===== config.mk =====
export PLATFORM = sky130hd
export DESIGN_NAME = lane_unpacker
export DESIGN_NICKNAME = d
export VERILOG_FILES = /design/src/rtl/lane_pkg.sv /design/src/rtl/lane_counter.sv /design/src/rtl/lane_unpacker.sv
export SDC_FILE = /design/constraint.sdc
export NUM_CORES = 1
export LEC_CHECK = 0
export ABC_AREA = 1
export ABC_CLOCK_PERIOD_IN_PS = 3000
export CAP_MARGIN = 10
export CORE_MARGIN = 1
export CORE_UTILIZATION = 35
export DETAILED_ROUTE_END_ITERATION = 6
export MAX_ROUTING_LAYER = met4
export PLACE_DENSITY = 0.75
export SYNTH_ARGS = -nofsm -noshare
export SYNTH_HDL_FRONTEND = slang
export SYNTH_HIERARCHICAL = 1
export SYNTH_SLANG_ARGS = --single-unit

===== constraint.sdc =====
create_clock -name clk -period 3 [get_ports clk]
set_clock_uncertainty 0.2 [all_clocks]
set_input_delay 0.45 -clock clk [delete_from_list [all_inputs] [get_ports clk]]
set_output_delay 0.45 -clock clk [all_outputs]
set_load 0.01 [all_outputs]

===== src/rtl/lane_pkg.sv =====
// Shared types and helpers for the lane packer/unpacker pair.
// idx_w gives the lane-index width, never narrower than one bit.
package lane_pkg;

   typedef enum logic {
      IDLE = 1'b0,
      EMIT = 1'b1
   } unpack_state_e;

   function automatic int idx_w(input int lanes);
      return (lanes > 1) ? $clog2(lanes) : 1;
   endfunction

endpackage


===== src/rtl/lane_counter.sv =====
// Lane index counter 0..LANES-1 with clear and increment; holds at the
// last lane so the index only returns to zero through an explicit clear.
module lane_counter
   import lane_pkg::*;
#(
   parameter int LANES = 2
) (
   input  logic                     clk_i,
   input  logic                     rst_i,
   input  logic                     inc_i,
   input  logic                     clr_i,
   output logic [idx_w(LANES)-1:0]  idx_o,
   output logic                     is_last_o
);

   localparam int IDX_W = idx_w(LANES);
   localparam logic [IDX_W-1:0] LastIdx = IDX_W'(LANES - 1);

   logic [IDX_W-1:0] cnt_q, cnt_d;

   // Clear wins over increment so a new word always starts at lane 0.
   always_comb begin
      cnt_d = cnt_q;
      if (clr_i) begin
         cnt_d = '0;
      end else if (inc_i && (cnt_q != LastIdx)) begin
         cnt_d = cnt_q + IDX_W'(1);
      end
   end

   always_ff @(posedge clk_i) begin
      if (rst_i) begin
         cnt_q <= '0;
      end else begin
         cnt_q <= cnt_d;
      end
   end

   assign idx_o     = cnt_q;
   assign is_last_o = (cnt_q == LastIdx);

endmodule


===== src/rtl/lane_unpacker.sv =====
// Splits a packed LANES*LANE_W word (lane 0 in the LSBs) into one lane per
// accepted output beat, with valid/ready handshakes on both sides.
module lane_unpacker
   import lane_pkg::*;
#(
   parameter int LANES  = 2,
   parameter int LANE_W = 4
) (
   input  logic                      clk,
   input  logic                      rst,
   input  logic                      in_valid,
   output logic                      in_ready,
   input  logic [LANES*LANE_W-1:0]   in_data,
   output logic                      out_valid,
   input  logic                      out_ready,
   output logic [LANE_W-1:0]         out_data,
   output logic [idx_w(LANES)-1:0]   out_idx,
   output logic                      out_last
);

   localparam int IDX_W = idx_w(LANES);

   unpack_state_e state_q, state_d;

   logic [LANES*LANE_W-1:0] word_q, word_d;
   logic [IDX_W-1:0]        lane_idx;
   logic                    lane_is_last;
   logic                    capture;
   logic                    lane_hs;
   logic                    final_hs;

   always_ff @(posedge clk) begin
      if (rst) begin
         state_q <= IDLE;
      end else begin
         state_q <= state_d;
      end
   end

   // A final-lane handshake that coincides with a new word stays in EMIT,
   // which is what gives back-to-back words with no bubble.
   always_comb begin
      state_d = state_q;
      unique case (state_q)
         IDLE: begin
            if (capture) begin
               state_d = EMIT;
            end
         end
         EMIT: begin
            if (final_hs) begin
               state_d = capture ? EMIT : IDLE;
            end
         end
         default: state_d = IDLE;
      endcase
   end

   // in_ready is held low during reset so no word is taken in that cycle.
   always_comb begin
      out_valid = (state_q == EMIT);
      lane_hs   = out_valid && out_ready;
      final_hs  = lane_hs && lane_is_last;
      in_ready  = !rst && ((state_q == IDLE) || final_hs);
      capture   = in_valid && in_ready;
      out_last  = out_valid && lane_is_last;
   end

   always_comb begin
      word_d = word_q;
      if (capture) begin
         word_d = in_data;
      end
   end

   always_ff @(posedge clk) begin
      if (rst) begin
         word_q <= '0;
      end else begin
         word_q <= word_d;
      end
   end

   lane_counter #(
      .LANES (LANES)
   ) u_lane_counter (
      .clk_i     (clk),
      .rst_i     (rst),
      .inc_i     (lane_hs && !lane_is_last),
      .clr_i     (capture || final_hs),
      .idx_o     (lane_idx),
      .is_last_o (lane_is_last)
   );

   assign out_idx  = lane_idx;
   assign out_data = word_q[LANE_W*int'(lane_idx) +: LANE_W];

endmodule


==> impl_metrics.xml <==
<?xml version="1.0" encoding="UTF-8"?>
<metrics>
  <group name="run_status">
    <metric name="outcome" unit="">finished clean</metric>
  </group>
  <group name="sta">
    <metric name="maxClockFrequency" unit="MHz">418</metric>
    <metric name="timing.final.hold_violations" unit="">0</metric>
    <metric name="setup_tns" unit="ns">0</metric>
    <metric name="worst_slew_pin_slew" unit="ns">0.417</metric>
    <metric name="grt_setup_unrepaired" unit="">no</metric>
    <metric name="number_of_setup_violations_in_the_final_report" unit="">0</metric>
    <metric name="final_period_minus_worst_setup_slack" unit="ns">2.39</metric>
    <metric name="max_slew_margin" unit="">0.721</metric>
    <metric name="final-max-slew-violation-count" unit="">0</metric>
    <metric name="timing.final.crit_share" unit="">0.798</metric>
  </group>
  <group name="global_route">
    <metric name="first_pass_grt_wire_length" unit="um">1610</metric>
    <metric name="grt_total_usage" unit="">0.156</metric>
    <metric name="grt_residual_overflow" unit="">0</metric>
    <metric name="grt_pass1_vias" unit="">409</metric>
    <metric name="grt_max_degree" unit="">14</metric>
    <metric name="number_of_antenna_violations_at_the_first_check_in_global_routing" unit="">0</metric>
  </group>
  <group name="routing">
    <metric name="route.antenna.remaining_nets" unit="">0</metric>
    <metric name="initialDrtViolationCount" unit="">3</metric>
    <metric name="wirelength" unit="um">1020</metric>
    <metric name="detailedRoute.firstPassIterationCount" unit="">2</metric>
    <metric name="dr_total_vias" unit="">501</metric>
    <metric name="detail_route.drc_violations" unit="">0</metric>
    <metric name="met3WireLength" unit="um">48</metric>
    <metric name="wl_met2" unit="um">479</metric>
    <metric name="max_used_layer" unit="">met3</metric>
    <metric name="avgRoutedWirePerCell" unit="um">8.92</metric>
    <metric name="met1Wirelength" unit="um">489</metric>
    <metric name="avgViaCountPerCell" unit="">4.39</metric>
  </group>
  <group name="worst_setup_path">
    <metric name="worst-r2r-setup-slack" unit="ns">1.41</metric>
    <metric name="cp-start-kind" unit="">input port</metric>
    <metric name="worst-path-max-fanout" unit="">3</metric>
    <metric name="required" unit="ns">2.35</metric>
    <metric name="worst_setup_path_end_kind" unit="">output port</metric>
    <metric name="worst-setup-path-type" unit="">input port to output port</metric>
    <metric name="cp.arrival" unit="ns">1.74</metric>
  </group>
  <group name="cells_and_area">
    <metric name="synthToLayoutAreaGrowth" unit="%">46.3</metric>
    <metric name="final_common_cell" unit="">nand2_1</metric>
    <metric name="final_layout_size_suffix_gt1_frac" unit="">0.0909</metric>
    <metric name="finalNonFillerCells" unit="">114</metric>
    <metric name="layout.nets" unit="">112</metric>
    <metric name="utilization" unit="">0.560</metric>
    <metric name="final_cell_mix" unit="">24 x nand2_1, 19 x clkdlybuf4s50_1, 11 x inv_1, 11 x nor2_1, 10 x dfxtp_1</metric>
    <metric name="num_antenna_cells" unit="">0</metric>
  </group>
  <group name="cts">
    <metric name="cts.path.max_buffers" unit="">2</metric>
    <metric name="cts_sinks" unit="">10</metric>
    <metric name="cts_tree" unit="">done</metric>
    <metric name="clk_pin_slew" unit="ns">0.07</metric>
    <metric name="worst_skew_pair.late_latency" unit="ns">0.26</metric>
    <metric name="cts.repair.resized" unit="">0</metric>
    <metric name="numCtsBuffers" unit="">3</metric>
    <metric name="htreeDepth" unit="">1</metric>
    <metric name="post_cts.repair.setup_buffers" unit="">0</metric>
    <metric name="buffer_type_at_the_clock_tree_root" unit="">clkbuf_4</metric>
    <metric name="hold_buffers" unit="">0</metric>
  </group>
  <group name="logic_synthesis">
    <metric name="synth_sequential_area_ratio" unit="">0.392</metric>
    <metric name="postSynthNetCount" unit="">90</metric>
    <metric name="count_of_warnings_emitted_by_yosys" unit="">6</metric>
    <metric name="cell_taking_the_most_area_after_synthesis" unit="">dfxtp_1</metric>
    <metric name="synthesis.area_per_instance" unit="sq um">6.54</metric>
    <metric name="yosysTopAreaCellShare" unit="">0.392</metric>
    <metric name="netlist-cell-type-count" unit="">15</metric>
    <metric name="synthesis_stage_register_bit_count" unit="">10</metric>
    <metric name="post_synth_main_area_contributors" unit="">dfxtp_1 39%, nand2_1 18%, nand4_1 9.8%, inv_1 8.1%, nor2_1 8.1%</metric>
    <metric name="mappedNetlistArea" unit="sq um">510</metric>
    <metric name="synthCells" unit="">78</metric>
  </group>
  <group name="floorplan">
    <metric name="io-pin-count" unit="">20</metric>
    <metric name="site_row_count" unit="">13</metric>
    <metric name="die-height" unit="um">40.2</metric>
    <metric name="die_width" unit="um">40.2</metric>
    <metric name="initial_core_util" unit="">0.383</metric>
    <metric name="floorplan.die_area" unit="sq um">1620</metric>
    <metric name="placeableCoreArea" unit="sq um">1330</metric>
  </group>
  <group name="place">
    <metric name="placed_cells_incl_taps" unit="">110</metric>
    <metric name="hpwlAfterDp" unit="um">720</metric>
    <metric name="gp_congestion" unit="">0.720</metric>
    <metric name="numPortBuffers" unit="">19</metric>
  </group>
  <group name="job">
    <metric name="max_cap_viols" unit="">0</metric>
  </group>
  <group name="min_path">
    <metric name="hold_class" unit="">register to register</metric>
  </group>
  <group name="power_and_ir_drop">
    <metric name="power.density_cell_area" unit="nW/um^2">451</metric>
    <metric name="peak_supply_drop" unit="uV">258</metric>
    <metric name="leak" unit="nW">0.337</metric>
  </group>
</metrics>
[metal layers]
metal,vias to the layer above,track usage
met5,-,-
met4,0,0.0500
met3,0,0.0500
met1,200,0.187
li1,287,-
met2,14,0.246
[worst max-delay path, cell delays in order]
cell             delay [ns]
clkdlybuf4s50_1        0.49
nand3_2                0.10
a21oi_1                0.15
clkdlybuf4s50_1        0.56
[per-stage QoR]
stage	power (W)	hold slack, ns	setup slack, ns	instance area (sq um)
final	0.000337	0.321	0.606	747
after global routing	0.000357	0.347	0.516	747
after CTS	0.000341	0.319	0.599	747
after detailed placement	0.000217	0.308	0.613	711
after global placement	0.000216	0.304	0.637	711
after floorplan	0.000183	0.292	1.37	510
[cell families (layout without fill, tap and decap cells)]
kind of cell | count (synthesis) | count (layout) | synth area share
AOI/OAI and AO/OA | 6 | 6 | 0.0588
buffers and inverters | 16 | 37 | 0.127
DFF | 10 | 10 | 0.392
and+or+nand+nor | 46 | 46 | 0.422
[Yosys cell counts]
master    instances
inv_2             1
nand2_1          24
nor2_1           11
buf_4             1
a21oi_1           2
o21ai_0           4
nand2_2           1
nand3_4           1
clkbuf_1          1
dfxtp_1          10
nand3_2           1
nand4_1           8
inv_1            11
clkbuf_2          1
clkinv_1          1
[flip-flops by register name (all words and copies together), names as in the netlist]
register / count
word_q: 8
out_valid: 1
u_lane_counter/idx_o: 1
[report_power, final]
group	leakage (nW)	internal, W	switching, W	total [W]
logic	0.233	0.0000354	0.0000292	0.0000646
registers	0.0824	0.000142	0.00000703	0.000149
clock network	0.0210	0.0000735	0.0000495	0.000123
[path summary, 6_finish.rpt]
path                   startpoint  cells past startpoint                    to
min reg2reg             word_q[7]                      4             word_q[7]
max reg2reg  u_lane_counter/idx_o                      7  u_lane_counter/idx_o
min                     word_q[7]                      4             word_q[7]
max                     out_ready                      4              in_ready
[area by class of cell]
class                   count  area, sq um
inverters                  13         48.8
multi-input cells          52          245
well taps                  15         18.8
flip-flops and latches     10          200
clock buffers               4         36.3
fillers                   139          587
repair buffers             20          198
Note: power is estimated with default switching activity, not from simulation.
